### config.mk
export PLATFORM = sky130hd
export DESIGN_NAME = ifc_initiator
export DESIGN_NICKNAME = d
export VERILOG_FILES = /design/src/rtl/ifc_initiator.sv
export SDC_FILE = /design/constraint.sdc
export NUM_CORES = 1
export LEC_CHECK = 0
export ABC_AREA = 1
export CAP_MARGIN = 20
export CELL_PAD_IN_SITES_DETAIL_PLACEMENT = 1
export CELL_PAD_IN_SITES_GLOBAL_PLACEMENT = 1
export CORE_MARGIN = 1
export CORE_UTILIZATION = 27
export CTS_CLUSTER_DIAMETER = 150
export DETAILED_ROUTE_END_ITERATION = 12
export PLACE_DENSITY_LB_ADDON = 0.1
export SYNTH_ARGS = -nofsm -noshare
export SYNTH_HDL_FRONTEND = slang
export SYNTH_SLANG_ARGS = --single-unit
export TNS_END_PERCENT = 20
### constraint.sdc
create_clock -name CLK -period 1.55 [get_ports CLK]
set_input_delay 0.465 -clock CLK [delete_from_list [all_inputs] [get_ports CLK]]
set_output_delay 0.465 -clock CLK [all_outputs]
set_load 0.005 [all_outputs]
### src/rtl/ifc_initiator.sv
// ifc_initiator: one-at-a-time valid/ready command initiator driving a write/read method interface.
// Optional rdy-wait abort enabled by defining IFC_INIT_TIMEOUT_EN.
module ifc_initiator #(
    parameter int ADDR_W  = 3,
    parameter int DATA_W  = 1,
    parameter int TIMEOUT = 16
) (
    input  logic              CLK,
    input  logic              RST_N,
    input  logic              cmd_valid,
    output logic              cmd_ready,
    input  logic              cmd_write,
    input  logic [ADDR_W-1:0] cmd_addr,
    input  logic [DATA_W-1:0] cmd_data,
    output logic              rsp_valid,
    input  logic              rsp_ready,
    output logic [DATA_W-1:0] rsp_data,
    output logic              rsp_err,
    output logic              busy,
    output logic [ADDR_W-1:0] write_address,
    output logic [DATA_W-1:0] write_data,
    output logic              write_en,
    input  logic              write_rdy,
    output logic [ADDR_W-1:0] read_address,
    output logic              read_en,
    input  logic [DATA_W-1:0] read_data,
    input  logic              read_rdy
);

    typedef enum logic [1:0] {IDLE, WR, RD, RSP} state_t;

    state_t              state_q, state_d;
    logic [ADDR_W-1:0]   addr_q, addr_d;
    logic [DATA_W-1:0]   data_q, data_d;
    logic [DATA_W-1:0]   rsp_data_q, rsp_data_d;
    logic                rsp_err_q, rsp_err_d;

`ifdef IFC_INIT_TIMEOUT_EN
    localparam int CNT_W = $clog2(TIMEOUT + 1);
    localparam logic [CNT_W-1:0] CNT_LAST = CNT_W'(TIMEOUT - 1);

    logic [CNT_W-1:0]    cnt_q, cnt_d;
    logic                timed_out;

    // Last low-rdy cycle before the counter would reach TIMEOUT.
    assign timed_out = (cnt_q == CNT_LAST);
`else
    logic                timeout_unused;
    assign timeout_unused = (TIMEOUT > 0);
`endif

    always_comb begin
        state_d    = state_q;
        addr_d     = addr_q;
        data_d     = data_q;
        rsp_data_d = rsp_data_q;
        rsp_err_d  = rsp_err_q;
`ifdef IFC_INIT_TIMEOUT_EN
        cnt_d      = cnt_q;
`endif
        cmd_ready  = 1'b0;
        rsp_valid  = 1'b0;
        write_en   = 1'b0;
        read_en    = 1'b0;

        case (state_q)
            IDLE: begin
                // Gated so the port reads not-ready while reset is held.
                cmd_ready = RST_N;
                if (cmd_valid) begin
                    addr_d  = cmd_addr;
                    data_d  = cmd_data;
                    state_d = cmd_write ? WR : RD;
`ifdef IFC_INIT_TIMEOUT_EN
                    cnt_d   = '0;
`endif
                end
            end
            WR: begin
                write_en = write_rdy;
                if (write_rdy) begin
                    state_d = IDLE;
                end
`ifdef IFC_INIT_TIMEOUT_EN
                else if (timed_out) begin
                    rsp_data_d = '0;
                    rsp_err_d  = 1'b1;
                    state_d    = RSP;
                end else begin
                    cnt_d = cnt_q + 1'b1;
                end
`endif
            end
            RD: begin
                read_en = read_rdy;
                if (read_rdy) begin
                    rsp_data_d = read_data;
                    rsp_err_d  = 1'b0;
                    state_d    = RSP;
                end
`ifdef IFC_INIT_TIMEOUT_EN
                else if (timed_out) begin
                    rsp_data_d = '0;
                    rsp_err_d  = 1'b1;
                    state_d    = RSP;
                end else begin
                    cnt_d = cnt_q + 1'b1;
                end
`endif
            end
            RSP: begin
                rsp_valid = 1'b1;
                if (rsp_ready) begin
                    state_d = IDLE;
                end
            end
            default: state_d = IDLE;
        endcase
    end

    always_ff @(posedge CLK or negedge RST_N) begin
        if (!RST_N) begin
            state_q    <= IDLE;
            addr_q     <= '0;
            data_q     <= '0;
            rsp_data_q <= '0;
            rsp_err_q  <= 1'b0;
`ifdef IFC_INIT_TIMEOUT_EN
            cnt_q      <= '0;
`endif
        end else begin
            state_q    <= state_d;
            addr_q     <= addr_d;
            data_q     <= data_d;
            rsp_data_q <= rsp_data_d;
            rsp_err_q  <= rsp_err_d;
`ifdef IFC_INIT_TIMEOUT_EN
            cnt_q      <= cnt_d;
`endif
        end
    end

    assign busy          = (state_q != IDLE);
    assign rsp_data      = rsp_data_q;
    assign rsp_err       = rsp_err_q;
    assign write_address = addr_q;
    assign write_data    = data_q;
    assign read_address  = addr_q;

endmodule

==> results of run 1 <==
## routing by layer
| layer | GRT usage (%) | vias to the layer above | share of wire, % |
|---|---|---|---|
| li1 | - | 265 | - |
| met1 | 17.17 | 252 | 37 |
| met2 | 36.18 | 13 | 59 |
| met3 | 1.224 | 2 | 2.6 |
| met4 | 9.091 | 0 | 1.3 |
| met5 | 0 | - | 0 |
## sequential cells by signal (all words and copies together), names as in the netlist
name and cells:
state_q 2, write_data 1, read_address 3, rsp_data 1
## worst min-delay path by stage
stage	startpoint	end	slack [ps]	cells past startpoint
floorplan	RST_N	read_address[0]$_DFFE_PN0P_	170	0
global placement	rsp_data$_DFFE_PN0P_	rsp_data$_DFFE_PN0P_	470	2
detailed placement	rsp_data$_DFFE_PN0P_	rsp_data$_DFFE_PN0P_	480	2
CTS	RST_N	read_address[2]$_DFFE_PN0P_	270	2
global route	RST_N	read_address[2]$_DFFE_PN0P_	280	2
finish	RST_N	read_address[0]$_DFFE_PN0P_	270	2
## stage by stage
step / util [%] / setup TNS, ps / instances / power [uW]
finish: 57.94 / -161.9 / 119 / 1652
global route: 57.94 / -363.7 / 119 / 1784
CTS: 57.14 / -183.7 / 118 / 1606
detailed placement: 48.65 / -1878 / 103 / 1270
global placement: 48.65 / -1835 / 103 / 1251
floorplan: - / 0 / 60 / 849.6
## layout make-up
class / count / area, um2
tap: 16 / 20.02
clock buffer: 4 / 26.28
timing repair buffer: 45 / 414.1
inverter: 9 / 38.79
multi-input combinational: 38 / 237.7
sequential: 7 / 176.4
fill: 190 / 663.1
## cells in the mapped netlist
| library cell | n |
|---|---|
| nand2_1 | 17 |
| dfrtp_1 | 7 |
| inv_1 | 6 |
| nand3_1 | 6 |
| buf_4 | 4 |
| nand2_4 | 3 |
| nor2_1 | 3 |
| buf_6 | 2 |
| inv_2 | 2 |
| o21ai_1 | 2 |
| a21oi_1 | 1 |
| conb_1 | 1 |
| inv_4 | 1 |
| nand3_2 | 1 |
| nand3b_2 | 1 |
| nor2_4 | 1 |
| nor2_8 | 1 |
| nor3_1 | 1 |
## where the power goes
group,internal (uW),leakage (uW),switching (uW),total [uW]
Combinational,640,0.000405,491,1130
Clock,98.4,0.0000150,69.1,168
Sequential,274,0.0000858,79.9,354
Total,1010,0.000505,640,1650
## what timing repair did
action                                  CTS  global route
resized for setup                        43             4
pin swaps                                 5             2
setup buffers                            12             1
endpoints found under the setup margin   12             6
## worst max-delay path, delay by kind of cell (launching register included)
family	cells	cell delay [ps]
DFF	1	420
and+or+nand+nor	1	80
buffers and inverters	4	400
## cells by family (layout without fill, tap and decap cells)
group,count (synthesis),in the layout,synth area share (%)
flip-flops,7,7,36.55
other,1,1,0.7825
AND/OR/NAND/NOR,34,34,40.99
AO/OA/AOI/OAI,3,3,3.132
buffers and inverters,15,58,18.54
==> results.toml, run 1 <==
[status]
outcome = "finished, violations left"
violations = "DRC, setup timing"

[routing]
drtIter0Drc = 4
drt_wl_total_um = 1468
dr.pass1.iters = 8
ant_nets = 0
dr_total_vias = 532
wl_per_cell_um = 12.34
drc_errors = 2
detail_route.vias_per_cell = 4.471

[placed_design]
portBuffers = 24
placed_cell_area_um2 = 767.0
gp_congestion = 0.6913
pre_cts_slack_ps = -537.2
post-dp-hpwl_um = 865.3

[finish]
final_common_cell = "nand2_1"
layout-drive-gt1-share_pct = 44.66
postLayoutCellArea_um2 = 913.4
antennaDiodeCount = 0
nets = 116
final_cell_mix = "nand2_1, dlygate4sd2_1, buf_4, clkdlybuf4s50_1, buf_6"
area_growth_pct = 90.60

[die]
die_h_um = 44.13
start_util_pct = 30.40
die_x_um = 44.13
core_area_um2 = 1577
dieArea_um2 = 1947
rows = 14
ioPinCount = 26

[setup_path]
crit-reg2reg-launch = "state_q[0]$_DFFE_PN0P_"
end_kind = "output port"
r2r_slack_ps = 50
rr_worst_depth = 10
arrival_ps = 1140
start_kind = "flip-flop"
critPathSlowestCell = "dfrtp_1"
cp_cell_sequence = "buf_6 -> buf_6 -> nand3_4 -> inv_2 -> buf_2"
critPathRequiredTime_ps = 1080
cp_max_fo = 2
critPathLaunch = "state_q[1]$_DFFE_PN0P_"
path_common_cell = "buf_6"
slowest_delay_ps = 420
r2r-end = "rsp_data$_DFFE_PN0P_"
critPathKind = "flip-flop to output port"
cp-endpoint = "read_en"

[hold_path]
hold_path_class = "input port to asynchronous set/reset pin"

[sta]
rsz0062_at_grt = "true"
fmax_mhz = 621.5
worst_hold_slack_ps = 269.9
fin_skew_ps = 2.693
finalHoldViolCount = 0
post-route-min-period_ps = 1609
finalCritPeriodShare_pct = 103.8
layout_setup_ws_ps = -59.10
setup_viol = 3
slew_violations = 0

[clock_tree]
cts_tree = "done"
clock-sinks = 7
clk_pin_slew_ps = 60
cts-root-buf = "clkbuf_4"
cts_hold_buf = 0
clockBufferDepth = 2
cts_max_level = 1
clk-insertion-delay-late_ps = 250
numCtsBuffers = 3

[logic_synthesis]
synthesis.instances = 60
synth_seq_cells = 7
syn_area_um2 = 479.2
yosysSeqAreaShare_pct = 36.55
syn-num-nets = 72
syn_avg_cell_area_um2 = 7.987
yosysTopAreaCell = "dfrtp_1"
synth_cell_types = 18
yosysWarnings = 0
synth_top_area_share_pct = 36.55
netlist_top_cells_area = "dfrtp_1, nand2_1, nand2_4"

[pwr]
pwr_density_cell_nw_per_um2 = 1809
p_leak_uw = 0.0005053
vdd_drop_max_v = 0.0007593

[global_route]
grt_antenna_before_repair = 0
grt_pass1_vias = 596
grt_use_total_pct = 17.70
grt_max_degree = 8
grt_pass1_wl_um = 2470
grt-ovfl-total = 0

[run]
cap_violations = 0
(Power assumes the default switching activity.)
==> run 2: changes to the inputs <==
Settings changed: ABC_AREA 1 to unset, CORE_UTILIZATION 27 to 26.
==> run 2 against run 1 <==
Net effect: the flow finishes with violations (setup timing); sequential share of layout area up 3.3 points; flip-flop and latch count is the same; global-route usage up 1.4 points; critical endpoint is now write_en; register-to-register slack got worse by 100 ps; synthesized cell count fell by 43%; critical path depth is 1 lower; setup slack worse by 16 ps; final cell count decreased by 24%; fmax shrank 0.99%; non-clock buffer count down 3; via count down 24%.
==> results.toml, run 2 <==
[routing]
ant_nets = 0
dr_total_vias = 406
detail_route.vias_per_cell = 4.462
drt_wl_total_um = 1325
dr.pass1.iters = 2
drc_errors = 0
wl_per_cell_um = 14.56
drtIter0Drc = 4

[logic_synthesis]
netlist_top_cells_area = "dfrtp_1, mux2_4, buf_4"
ys_top_cells_by_count = "dfrtp_1, buf_4, mux2_4, inv_1, nor2_1"
yosysMostFrequentCell = "dfrtp_1"
syn-num-nets = 46
synth_cell_types = 17
synth-main-ff-cell = "dfrtp_1"
yosysWarnings = 0
async_flop_share_pct = 100.0
synth_seq_cells = 7
yosysTopAreaCell = "dfrtp_1"
synthesis.instances = 34
syn_avg_cell_area_um2 = 11.56
synth_top_area_share_pct = 44.59
syn_area_um2 = 392.9
yosysSeqAreaShare_pct = 44.59
synth_edf_count = 0

[pwr]
pwr_density_cell_nw_per_um2 = 1805
p_leak_uw = 0.0004110
power_uw = 1409
power.share.combinational_pct = 62.8
vdd_drop_max_v = 0.0009684
p_sw_share_pct = 31.76
p_int_uw = 961.5
p_sw_uw = 447.5
power_frac_seq_pct = 24.8
clockPowerShare_pct = 12.4

[finish]
final_cell_count_no_fill = 91
area_growth_pct = 98.73
nets = 89
n_fill_cell = 167
utilization_pct = 57.83
final_common_cell = "buf_4"
final_cell_mix = "buf_4, dlygate4sd2_1, clkdlybuf4s50_1, dfrtp_1"
layout-drive-gt1-share_pct = 51.32
largest_reg_flops = 3
antennaDiodeCount = 0

[sta]
fmax_mhz = 615.3
finalCritPeriodShare_pct = 104.9
tns_ps = -179.1
setup_viol = 4
layout_setup_ws_ps = -75.18
fin_skew_ps = 8.693
post-route-min-period_ps = 1625
finalHoldViolCount = 0
rsz0062_at_grt = "true"
slew_violations = 0

[global_route]
grt_antenna_before_repair = 0
grt_pass1_vias = 435
grt-ovfl-total = 0
grt_pass1_wl_um = 1938
grt_use_total_pct = 19.14
grt_max_degree = 8

[setup_path]
rr_worst_depth = 10
r2r_slack_ps = -50
cp_max_fo = 5
slowest_delay_ps = 440
end_kind = "output port"
crit-reg2reg-launch = "state_q[1]$_DFFE_PN0P_"
critPathSlowestCell = "dfrtp_2"
critPathRequiredTime_ps = 1080
cp-endpoint = "write_en"
arrival_ps = 1160
critPathKind = "flip-flop to output port"
critPathLaunch = "state_q[1]$_DFFE_PN0P_"
start_kind = "flip-flop"
r2r-end = "state_q[0]$_DFFE_PN0P_"
cp_cell_sequence = "buf_4 -> inv_2 -> and3_4 -> buf_6"

[die]
die_x_um = 40.87
start_util_pct = 29.10
core_area_um2 = 1350
ioPinCount = 26
dieArea_um2 = 1670
rows = 13
die_h_um = 40.87

[placed_design]
pre_cts_slack_ps = -583.0
numPlacedInstances = 75
post-dp-hpwl_um = 933.7
portBuffers = 24
gp_congestion = 0.6651

[run]
cap_violations = 0

[clock_tree]
clock-sinks = 7
clockBufferDepth = 2
cts_hold_buf = 0
clk_pin_slew_ps = 60
cts_tree = "done"
numCtsBuffers = 3
cts-root-buf = "clkbuf_4"
cts_max_level = 1
clk-insertion-delay-late_ps = 260

[hold_path]
hold_path_class = "input port to asynchronous set/reset pin"

[status]
violations = "setup timing"
outcome = "finished, violations left"
run 2: cell count changes after synthesis, moves of 2 or more:
cell,change
inv_1,-3
mux2_4,+4
inv_2,-2
nand2_4,-3
nand3_1,-6
nand2_1,-15
o21ai_1,-2
buf_6,-2
run 2: stage by stage:
step                cell area, um2  hold WS (ps)
detailed placement           666.9         500.0
CTS                          764.5         258.7
global placement             666.9         493.5
global route                 780.7         286.5
floorplan                    392.9         169.4
finish                       780.7         250.0
run 2: worst min path at each step:
stage | slack, ps | endpoint | cells after the start | startpoint
floorplan | 170 | read_address[0]$_DFFE_PN0P_ | 0 | RST_N
global placement | 490 | write_data$_DFFE_PN0P_ | 1 | write_data$_DFFE_PN0P_
detailed placement | 500 | rsp_data$_DFFE_PN0P_ | 1 | rsp_data$_DFFE_PN0P_
CTS | 260 | read_address[1]$_DFFE_PN0P_ | 2 | RST_N
global route | 290 | write_data$_DFFE_PN0P_ | 2 | RST_N
finish | 250 | read_address[1]$_DFFE_PN0P_ | 2 | RST_N
run 2: what timing repair did:
item | in CTS | in global routing
gates resized for setup | 36 | 5
endpoints found under the hold margin | 0 | 0
pin swaps | 3 | 2
setup buffers | 13 | 1
setup endpoints to repair | 13 | 8
run 2: critical path, delay by kind of cell, from the launching register on:
kind	cells	cell delay, ps
buf+inv	3	290
flops	1	440
simple gates	1	170
run 2: cells by family after synthesis:
family	count (synthesis)	share of synthesized area, %
AND/OR/NAND/NOR	9	15.93
multiplexers	6	20.70
buffers and inverters	7	10.51
other	1	0.9545
AO/OA/AOI/OAI	4	7.328
flip-flops	7	44.59
run 2: layer usage:
layer | global-route usage, % | share of wire (%)
met2 | 34.77 | 56
met1 | 18.39 | 37
met4 | 10.83 | 2.6
met5 | 0 | 0
met3 | 6.522 | 4.7
run 2: final cells by class:
class	count	area, um2	share of cell area [%]
well taps	15	18.77	2.404
inverters	3	11.26	1.442
flip-flops and latches	7	176.4	22.60
clock buffers	4	26.28	3.365
repair buffers	42	357.8	45.83
multi-input cells	20	190.2	24.36
run 2: power by group through the flow:
stage	registers (uW)	clock network (uW)	logic, uW
floorplan	357	0	326
global placement	340	0	714
detailed placement	353	0	737
CTS	352	181	844
global route	361	187	953
finish	350	174	885
==> RTL edit, RTL diff (flow settings as in run 1) <==
Build with the macro `IFC_INIT_TIMEOUT_EN` defined.
--- a/src/rtl/ifc_initiator.sv
+++ b/src/rtl/ifc_initiator.sv
@@ -2,2 +2,4 @@
 // Optional rdy-wait abort enabled by defining IFC_INIT_TIMEOUT_EN.
+`define IFC_INIT_TIMEOUT_EN
+
 module ifc_initiator #(
Formal check against the unedited RTL: no difference found for any inputs over 10 cycles, from zero or initial values and one cycle with RST_N low; that may be too few to reach the edited logic, so the function may still have changed.
==> RTL edit against run 1 <==
The flow still finishes with violations (design-rule violations, negative setup slack). Sequential cell count rose by 6. Final area grew 48%. Routed wire length is 59% higher. Hold slack improved by 220 ps. Global-route usage fell by 1.5 points. Synthesized area is 74% higher. Power up 46%. Count of clock-buffer cells in the layout is the same. Largest cell class is now multi-input combinational cells. Setup slack got worse by 82 ps. Critical path depth is 1 higher.
==> RTL edit: results <==
group,metric,value,unit
outcome,status,"finished, violations left",
route,drc,5,
route,met1_length,986,um
place,dp_cells,168,
hold_path,hold_path_class,"reg -> reg",
sta,setup_ws,-141.3,ps
route,routed-via-count,832,
sta,timing.hold.ws,491.7,ps
clock_tree,cts.clk_slew.worst_paths,90,ps
sta,setup_violations,11,
worst_setup_path,r2r_start,"state_q[1]$_DFFE_PN0P_",
layout,nNetsFinal,171,
route,drt-initial-drc-count,18,
global_routing,gr-usage-met2,28.57,%
worst_setup_path,r2r_cells,12,
worst_setup_path,r2r_setup_slack,-80,ps
worst_setup_path,reg2reg_to,"cnt_q[3]$_DFFE_PN0P_",
logic_synthesis,yosys-top-cells-area,"dfrtp_1 (39%), nand2_1 (12%), ha_1 (11%)",
place,post-place-ws,-476.9,ps
outcome,violations,"design-rule violations, negative setup slack",
route,wl_met2,1200,um
place,hpwl,1663,um
layout,largest_reg_flops,5,
logic_synthesis,ys_types,20,
layout,layout.cells.non_filler,182,
route,wl_per_cell,12.82,um
logic_synthesis,synth_nets,121,
logic_synthesis,yosysSeqAreaShare,39.04,%
place,place.gp.congestion,0.7443,
place,place_area,1197,um2
global_routing,use_met3,4.535,%
logic_synthesis,syn-instance-count,102,
sta,finalSetupTns,-861.6,ps
global_routing,grt_max_degree,14,
layout,layout-drive-gt1-share,37.09,%
logic_synthesis,synth_top_cell_area_share,39.04,%
global_routing,grt_pass1_wl,3995,um
power_and_ir_drop,peakVddDrop,0.6808,mV
RTL edit: what timing repair did:
item,4_1_cts,5_1_grt
buffers inserted,10,1
gates resized for setup,47,7
endpoints found under the setup margin,19,13
pin swaps,5,3
RTL edit: logic make-up (layout without fill, tap and decap cells):
logic type | count (synthesis) | in the layout | synth area share, %
multiplexers | 4 | 4 | 7.207
AND/OR/NAND/NOR | 50 | 50 | 27.18
buffers and inverters | 19 | 68 | 9.909
AO/OA/AOI/OAI | 9 | 9 | 6.156
flip-flops | 13 | 13 | 39.04
adder cells (fa/ha/maj) | 7 | 7 | 10.51
RTL edit: cell type report:
type / count / area [um2]
Tap cell: 31 / 38.79
Inverter: 16 / 60.06
Sequential cell: 13 / 325.3
Timing Repair Buffer: 48 / 410.4
Multi-Input combinational cell: 70 / 494.2
Clock buffer: 4 / 26.28
Fill cell: 347 / 1474
RTL edit: where the power goes:
| group | internal (uW) | switching (uW) |
|---|---|---|
| registers | 464 | 78.6 |
| logic | 883 | 762 |
| clock network | 100 | 120 |
